### config.mk
export PLATFORM = sky130hd
export DESIGN_NAME = regfile_wb_arbiter_flat
export DESIGN_NICKNAME = d
export VERILOG_FILES = /design/src/rtl/regfile_wb_arbiter_pkg.sv /design/src/rtl/regfile_wb_arbiter_if.sv /design/src/rtl/regfile_wb_arbiter_rr_arbiter2.sv /design/src/rtl/regfile_wb_arbiter.sv /design/src/flat_wrapper.sv
export SDC_FILE = /design/constraint.sdc
export NUM_CORES = 1
export LEC_CHECK = 0
export CORE_MARGIN = 5
export CORE_UTILIZATION = 44
export CTS_CLUSTER_DIAMETER = 60
export DETAILED_ROUTE_END_ITERATION = 10
export HOLD_SLACK_MARGIN = 0.08
export PLACE_DENSITY = 0.86
export SYNTH_ARGS = -nofsm -noshare
export SYNTH_HDL_FRONTEND = slang
export SYNTH_HIERARCHICAL = 1
export SYNTH_SLANG_ARGS = --single-unit
### constraint.sdc
create_clock -name clk -period 5.6 [get_ports clk]
set_input_delay 1.68 -clock clk [delete_from_list [all_inputs] [get_ports clk]]
set_output_delay 1.68 -clock clk [all_outputs]
set_load 0.01 [all_outputs]
### src/rtl/regfile_wb_arbiter_pkg.sv
// Shared constants and types for the register-file writeback arbiter.
// Latency: n/a (definitions only).
// Backpressure: n/a (definitions only).
package regfile_wb_arbiter_pkg;

  localparam int XLEN   = 64;
  localparam int NREG   = 32;
  localparam int RIDX_W = 5;

  // Requester IDs; also the bit positions in the arbiter request/grant vectors
  localparam logic REQ_ALU = 1'b0;
  localparam logic REQ_MEM = 1'b1;

  typedef enum logic {
    IDLE  = 1'b0,
    CLEAR = 1'b1
  } state_t;

endpackage

### src/rtl/regfile_wb_arbiter_if.sv
// Writeback request/grant bundle (ALU and MEM requesters) plus register-file write port.
// Latency: n/a (wires only).
// Backpressure: valid/ready per requester; the write port has no backpressure.
interface regfile_wb_arbiter_if #(
  parameter int XLEN = regfile_wb_arbiter_pkg::XLEN
);
  import regfile_wb_arbiter_pkg::*;

  logic              alu_valid;
  logic [RIDX_W-1:0] alu_rd;
  logic [XLEN-1:0]   alu_data;
  logic              alu_ready;

  logic              mem_valid;
  logic [RIDX_W-1:0] mem_rd;
  logic [XLEN-1:0]   mem_data;
  logic              mem_ready;

  logic              RegWrite;
  logic [RIDX_W-1:0] rd;
  logic [XLEN-1:0]   WriteData;

  modport master (
    output alu_valid, alu_rd, alu_data, mem_valid, mem_rd, mem_data,
    input  alu_ready, mem_ready, RegWrite, rd, WriteData
  );

  modport slave (
    input  alu_valid, alu_rd, alu_data, mem_valid, mem_rd, mem_data,
    output alu_ready, mem_ready, RegWrite, rd, WriteData
  );

endinterface

### src/rtl/regfile_wb_arbiter_rr_arbiter2.sv
// Two-input round-robin grant with a favoured-requester pointer.
// Latency: grant is combinational from req/en; pointer updates on the clock edge.
// Backpressure: no grant while en is low; the loser of a contest simply waits.
module rr_arbiter2
  import regfile_wb_arbiter_pkg::*;
(
  input  logic       clk,
  input  logic       reset,
  input  logic       en,
  input  logic [1:0] req,
  output logic [1:0] gnt
);

  // Requester that wins the next contested cycle
  logic ptr;

  // Grant: a lone request always wins, a contest goes to the pointer
  always_comb begin
    gnt = 2'b00;
    if (en) begin
      if (&req) begin
        gnt[ptr] = 1'b1;
      end else begin
        gnt = req;
      end
    end
  end

  // Pointer moves only after a contested grant so uncontested traffic leaves fairness untouched
  always_ff @(posedge clk or posedge reset) begin
    if (reset) begin
      ptr <= REQ_ALU;
    end else if (en && (&req)) begin
      ptr <= ~ptr;
    end
  end

endmodule

### src/rtl/regfile_wb_arbiter.sv
// Arbitrates ALU and load writebacks onto one register-file write port; sweeps x1..x31 to zero on request.
// Latency: one cycle from accepted request (or clear step) to registered RegWrite/rd/WriteData.
// Backpressure: ready withheld from the losing requester, during the sweep, and on a clear_start cycle.
module regfile_wb_arbiter
  import regfile_wb_arbiter_pkg::*;
#(
  parameter int XLEN = regfile_wb_arbiter_pkg::XLEN,
  parameter int NREG = regfile_wb_arbiter_pkg::NREG
) (
  input  logic                 clk,
  input  logic                 reset,
  regfile_wb_arbiter_if.slave  bus,
  input  logic                 clear_start,
  output logic                 busy,
  output logic [15:0]          conflict_cnt
);

  localparam logic [RIDX_W-1:0] LAST_IDX = RIDX_W'(NREG - 1);

  state_t            state;
  logic [RIDX_W-1:0] clr_idx;
  logic [1:0]        req;
  logic [1:0]        gnt;
  logic              arb_en;

  assign req[REQ_ALU] = bus.alu_valid;
  assign req[REQ_MEM] = bus.mem_valid;

  // Clear wins over writeback, and nothing is granted while reset is held
  assign arb_en = !reset && (state == IDLE) && !clear_start;

  rr_arbiter2 u_arb (
    .clk   (clk),
    .reset (reset),
    .en    (arb_en),
    .req   (req),
    .gnt   (gnt)
  );

  assign bus.alu_ready = gnt[REQ_ALU];
  assign bus.mem_ready = gnt[REQ_MEM];

  // FSM, clear sweep, conflict counter and registered write port
  always_ff @(posedge clk or posedge reset) begin
    if (reset) begin
      state         <= IDLE;
      bus.RegWrite  <= 1'b0;
      bus.rd        <= '0;
      bus.WriteData <= '0;
      busy          <= 1'b0;
      clr_idx       <= RIDX_W'(1);
      conflict_cnt  <= '0;
    end else begin
      case (state)
        IDLE: begin
          bus.RegWrite <= 1'b0;
          // Contention is counted even on a clear_start cycle where nobody is granted
          if (bus.alu_valid && bus.mem_valid && (conflict_cnt != 16'hFFFF)) begin
            conflict_cnt <= conflict_cnt + 16'd1;
          end
          if (clear_start) begin
            state   <= CLEAR;
            busy    <= 1'b1;
            clr_idx <= RIDX_W'(1);
          end else if (gnt[REQ_ALU]) begin
            // x0 writes complete the handshake but never reach the register file
            bus.RegWrite  <= (bus.alu_rd != '0);
            bus.rd        <= bus.alu_rd;
            bus.WriteData <= bus.alu_data;
          end else if (gnt[REQ_MEM]) begin
            bus.RegWrite  <= (bus.mem_rd != '0);
            bus.rd        <= bus.mem_rd;
            bus.WriteData <= bus.mem_data;
          end
        end
        CLEAR: begin
          bus.RegWrite  <= 1'b1;
          bus.rd        <= clr_idx;
          bus.WriteData <= '0;
          if (clr_idx == LAST_IDX) begin
            state   <= IDLE;
            busy    <= 1'b0;
            clr_idx <= RIDX_W'(1);
          end else begin
            clr_idx <= clr_idx + RIDX_W'(1);
          end
        end
        default: begin
          state <= IDLE;
          busy  <= 1'b0;
        end
      endcase
    end
  end

endmodule

### src/flat_wrapper.sv
// flat-port wrapper written by rule: the top's interface ports become plain ports
module regfile_wb_arbiter_flat import regfile_wb_arbiter_pkg::*;
#(
  parameter int XLEN = regfile_wb_arbiter_pkg::XLEN,
  parameter int NREG = regfile_wb_arbiter_pkg::NREG
)
  (clk, reset, clear_start, busy, conflict_cnt, bus_alu_valid, bus_alu_rd, bus_alu_data, bus_mem_valid, bus_mem_rd, bus_mem_data, bus_alu_ready, bus_mem_ready, bus_RegWrite, bus_rd, bus_WriteData);
  regfile_wb_arbiter_if #(.XLEN(XLEN)) bus_i ();
  input  logic clk;
  input  logic reset;
  input  logic clear_start;
  output logic busy;
  output logic [15:0] conflict_cnt;
  input wire logic [$bits(bus_i.alu_valid)-1:0] bus_alu_valid;
  input wire logic [$bits(bus_i.alu_rd)-1:0] bus_alu_rd;
  input wire logic [$bits(bus_i.alu_data)-1:0] bus_alu_data;
  input wire logic [$bits(bus_i.mem_valid)-1:0] bus_mem_valid;
  input wire logic [$bits(bus_i.mem_rd)-1:0] bus_mem_rd;
  input wire logic [$bits(bus_i.mem_data)-1:0] bus_mem_data;
  output wire logic [$bits(bus_i.alu_ready)-1:0] bus_alu_ready;
  output wire logic [$bits(bus_i.mem_ready)-1:0] bus_mem_ready;
  output wire logic [$bits(bus_i.RegWrite)-1:0] bus_RegWrite;
  output wire logic [$bits(bus_i.rd)-1:0] bus_rd;
  output wire logic [$bits(bus_i.WriteData)-1:0] bus_WriteData;
  assign bus_i.alu_valid = bus_alu_valid;
  assign bus_i.alu_rd = bus_alu_rd;
  assign bus_i.alu_data = bus_alu_data;
  assign bus_i.mem_valid = bus_mem_valid;
  assign bus_i.mem_rd = bus_mem_rd;
  assign bus_i.mem_data = bus_mem_data;
  assign bus_alu_ready = bus_i.alu_ready;
  assign bus_mem_ready = bus_i.mem_ready;
  assign bus_RegWrite = bus_i.RegWrite;
  assign bus_rd = bus_i.rd;
  assign bus_WriteData = bus_i.WriteData;
  regfile_wb_arbiter #(.XLEN(XLEN), .NREG(NREG)) u_core (.clk(clk), .reset(reset), .bus(bus_i), .clear_start(clear_start), .busy(busy), .conflict_cnt(conflict_cnt));
endmodule
### Yosys cells after proc, flatten, opt, wreduce, memory -nomap -nowiden

Index checks and enable logic that the tools add are counted.

| storage, ports and cells | value |
|---|---|
| bits in registers | 94 |
| input port bits | 143 |
| output and inout bits | 89 |
| word-level logic and storage cells | 59 |

| operators by class | value |
|---|---|
| $add $sub $neg | 2 |
| $lt $le $gt $ge | 2 |
| eq/ne operators | 6 |
| multiplexer cells | 25 |
| bitwise operators | 2 |
| reductions and logical operators | 14 |

Operator list:

| operator | count |
|---|---|
| $mux 64 | 3 |
| $pmux 64 s2 | 1 |
| $mux 5 | 5 |
| $pmux 5 s2 | 2 |
| $add 16x1->16 const B | 1 |
| $ne 16x16->1 const B | 1 |
| $reduce_bool 5->1 | 2 |
| $mux 1 | 8 |
| $reduce_and 2->1 | 4 |
| $logic_and 1x1->1 | 6 |
| $ne 2x2->1 const B | 3 |
| $pmux 1 s2 | 3 |
| $add 5x1->5 const B | 1 |
| $eq 5x5->1 const B | 1 |
| $mux 2 | 2 |
| $ne 3x1->1 const B | 1 |
| $logic_not 1->1 | 2 |
| $lt 1x2->1 const B | 1 |
| $not 1->1 | 2 |
| $demux 1 s1 | 1 |
| $ge 1x1->1 const B | 1 |

### Depth between registers and ports, before layout

| logic depth | value |
|---|---|
| word-level depth | 10 |
| gate-level depth with buffers | 11 |
| gate-level depth less buffers | 7 |

### Modules after synthesis

Netlist, hierarchy kept.

Modules (own cells, without submodules):

| module | instances | cells an instance | area each (um^2) | seq. area each (um^2) |
|---|---|---|---|---|
| regfile_wb_arbiter | 1 | 434 | 4655.7 | 2328.5 |
| rr_arbiter2 | 1 | 9 | 63.8 | 25.0 |

### Worst setup path after synthesis

Ideal clock, no wire load.

| timing | value |
|---|---|
| path kind | input port to output port |
| from | input clear_start |
| to | output bus_mem_ready |
| arrival | 2.321 ns |
| required time | 3.920 ns |
| path slack | 1.599 ns |
| stages | 3 |
| path buffers | 0 |
| path through | nor3_1 > nand2_1 > a21oi_1 |

| between the ends | value |
|---|---|
| word-level cells in the longest chain between the ends | 3 |

Ends and longest elaborated chain:

| element | line | RTL |
|---|---|---|
| start, declared | flat_wrapper.sv:11 | `input logic clear_start;` |
| $logic_not 1->1 | regfile_wb_arbiter.sv:30 | `assign arb_en = !reset && (state == IDLE) && !clear_start;` |
| $logic_and 1x1->1 | regfile_wb_arbiter.sv:30 |  |
| $mux 2 | regfile_wb_arbiter_rr_arbiter2.sv:20 | `if (en) begin` |
| end, declared | flat_wrapper.sv:21 | `output wire logic [$bits(bus_i.mem_ready)-1:0] bus_mem_ready;` |

Every way passes these cells.

### Final worst setup path

| timing | value |
|---|---|
| from | input clear_start |
| to | output bus_mem_ready |

| between the ends | value |
|---|---|
| word-level cells in the longest chain between the ends | 3 |

Ends and longest elaborated chain:

| element | line | RTL |
|---|---|---|
| $logic_not 1->1 | regfile_wb_arbiter.sv:30 |  |
| $logic_and 1x1->1 | regfile_wb_arbiter.sv:30 |  |
| named net u_core.arb_en | regfile_wb_arbiter.sv:24 | `logic arb_en;` |
| $mux 2 | regfile_wb_arbiter_rr_arbiter2.sv:20 |  |

The timed path passes the listed nets, and every way through them passes these cells.

==> results.toml <==
[setup_path]
slowest_delay_ns = 0.61
critical_path_class = "input pin to primary output"
arrival_ns = 3.58
critPathMaxFanout = 7
worst-endpoint-required_ns = 3.92
end_kind = "primary output"
start_kind = "input pin"
crit_slowest_cell = "clkdlybuf4s50_1"
crit_chain = "clkdlybuf4s50_1 > nor3_1 > nand2_1 > a21oi_1 > clkdlybuf4s50_1"
worst_path_most_repeated_cell = "clkdlybuf4s50_1"

[cts]
cts_buffers = 9
cts_max_level = 3
clock_sinks = 94
clock_path_buffers = 2
cts_setup_buffers = 0
path_clk_slew_ns = 0.08
root_buffer = "clkbuf_8"
cts.hold.buffers_added = 0
clk_latency_ns = 0.35
cts_resized = 0
cts_tree = "built"

[synthesis]
synth_top_area_share_pct = 49.3
synth.most_common_cell = "dfrtp_1"
async_flop_share_pct = 100
synthTopCellsByCount = "dfrtp_1 (93), nor2_1 (78), mux2i_1 (69)"
ys.warnings.count = 6
ys_ff_latch = 94
ys_seq_area_share_pct = 49.9
synth_area_leaders = "dfrtp_1 (49%), mux2i_1 (15%), a211oi_1 (10%)"
synth_area_um2 = 4720
synth_cells = 443
synth_area_leader_cell = "dfrtp_1"
synthDistinctLibCells = 44
syn_avg_cell_area_um2 = 10.7
synth_fp_nets = 590
synth_edf_count = 0
synth_ff_type = "dfrtp_1"

[final_layout]
fin_area_um2 = 7310
antennaDiodeCount = 0
multi_input_area_um2 = 2210
fin_nets = 807
regArea_um2 = 2350
fin_cells = 799
drive_gt1_share_pct = 5.28
fillers = 777
area_growth_pct = 54.9

[timing]
slew_violations = 0
rsz0062_at_grt = "false"
relSlewSlack_pct = 27.1
hold_viol_final = 0
fin_setup_tns_ns = 0
tightestPinTransition_ns = 1.09
fin_crit_ns = 5.26
finalCritPeriodShare_pct = 93.9
layout_setup_ws_ns = 0.344
setup_viol = 0
fmax_ghz = 0.190
fin_skew_ns = 0.0146

[detailed_routing]
drtAntennaViolNets = 0
viasPerCell = 5.34
detail_route.wl_per_cell_um = 17.8
firstDrtPassIters = 5
drc = 0
drt-initial-drc-count = 224
wirelength_um = 14200
dr_total_vias = 4263

[die]
fp.dieW_um = 114
core-area_um2 = 10400
dieArea_um2 = 12900
initial_core_util_pct = 45.3
die_y_um = 114
num_rows = 37
io_pins = 232

[placed_design]
place_ws_ns = 0.339
place_inst = 785
dp_hpwl_um = 10800
dpl-instance-area_um2 = 7140
gp_congestion = 0.827
portBuffers = 231

[pwr]
peakVddDrop_mv = 0.132
total_power_mw = 1.57
p_per_area_nw_per_um2 = 214
p_leak_nw = 2.84

[global_route]
grt_pass1_wl_um = 22300
grt_overflow = 0
grt_max_degree = 89
track_usage_pct = 21.5
grt_antenna_before_repair = 0
first_global_vias = 4467

[min_path]
hp-class = "flop to flop"

[job]
max_cap_viol_count = 0

[outcome]
status = "finished clean"
## sequential cells by signal, summed over array words and instances, names as in the netlist
register	flops
u_core/u_arb/ptr	1
u_core/clr_idx	5
u_core/bus.rd	5
u_core/conflict_cnt	16
u_core/bus.RegWrite	1
u_core/bus.WriteData	64
u_core/state	1
u_core/busy	1
## layer usage
layer  part of all wire [%]  GRT usage [%]  up-vias
met2                     52           38.5      186
li1                       -              -     2041
met3                    8.7           5.99       15
met1                     37           24.6     2021
met5                      0              0        -
met4                    1.6           7.13        0
## path summary, 6_finish.rpt
| path | endpoint | cells past startpoint | slack [ns] | startpoint |
|---|---|---|---|---|
| worst min register to register | u_core/clr_idx[3] | 1 | 0.52 | u_core/clr_idx[3] |
| worst max-delay path | bus_mem_ready | 5 | 0.34 | clear_start |
| worst max register to register | u_core/bus.rd[1] | 9 | 2.40 | u_core/state |
| max in group asynchronous | u_core/state | 3 | 2.69 | reset |
| min in group asynchronous | u_core/u_arb/ptr | 2 | 1.58 | reset |
| worst min-delay path | u_core/clr_idx[3] | 1 | 0.52 | u_core/clr_idx[3] |
## final cells by class
cell class              count  share of cell area, %
clock inverters             2                  0.479
clock buffers              12                   1.85
multi-input cells         310                   30.2
well taps                 136                   2.33
repair buffers            238                   32.5
flip-flops and latches     94                   32.2
inverters                   7                  0.377
## placed cells by master, fill, tap and decap left out, drive strengths merged, types with 6 or more instances in the layout
master / n
nand4: 7
mux2i: 69
clkdlybuf4s50: 231
xor2: 12
o21ai: 15
nor2: 78
dfrtp: 93
nor3: 8
inv: 6
a211oi: 64
buf: 7
a21oi: 8
nand2: 15
clkbuf: 12
## through the flow
step / util (%) / hold slack (ns)
global route: 70.2 / 0.557
CTS: 70.2 / 0.526
floorplan: - / 0.464
global placement: 68.5 / 0.504
detailed placement: 68.5 / 0.512
finish: 70.2 / 0.523
## cell families (layout without fill, tap and decap cells)
logic type	after synthesis	after routing	share of synthesized area, %
AOI/OAI and AO/OA	94	94	13.8
xor gates and xnor gates	13	13	2.41
adders and majority gates	4	4	1.06
buffers and inverters	39	259	3.71
DFF	94	94	49.9
muxes	70	70	15.0
and+or+nand+nor	129	129	14.2
## power breakdown
group,total (mW),internal [mW],switching [mW],leakage (nW)
logic,0.361,0.205,0.156,1.48
clock network,0.420,0.202,0.218,0.0863
registers,0.786,0.733,0.0531,1.28
## critical path, delay by kind of cell
kind                   cells  cell delay [ns]
AOI/OAI and AO/OA          1             0.24
and+or+nand+nor            2             0.49
buffers and inverters      2             1.17
Note: power is estimated with default switching activity, not from simulation.
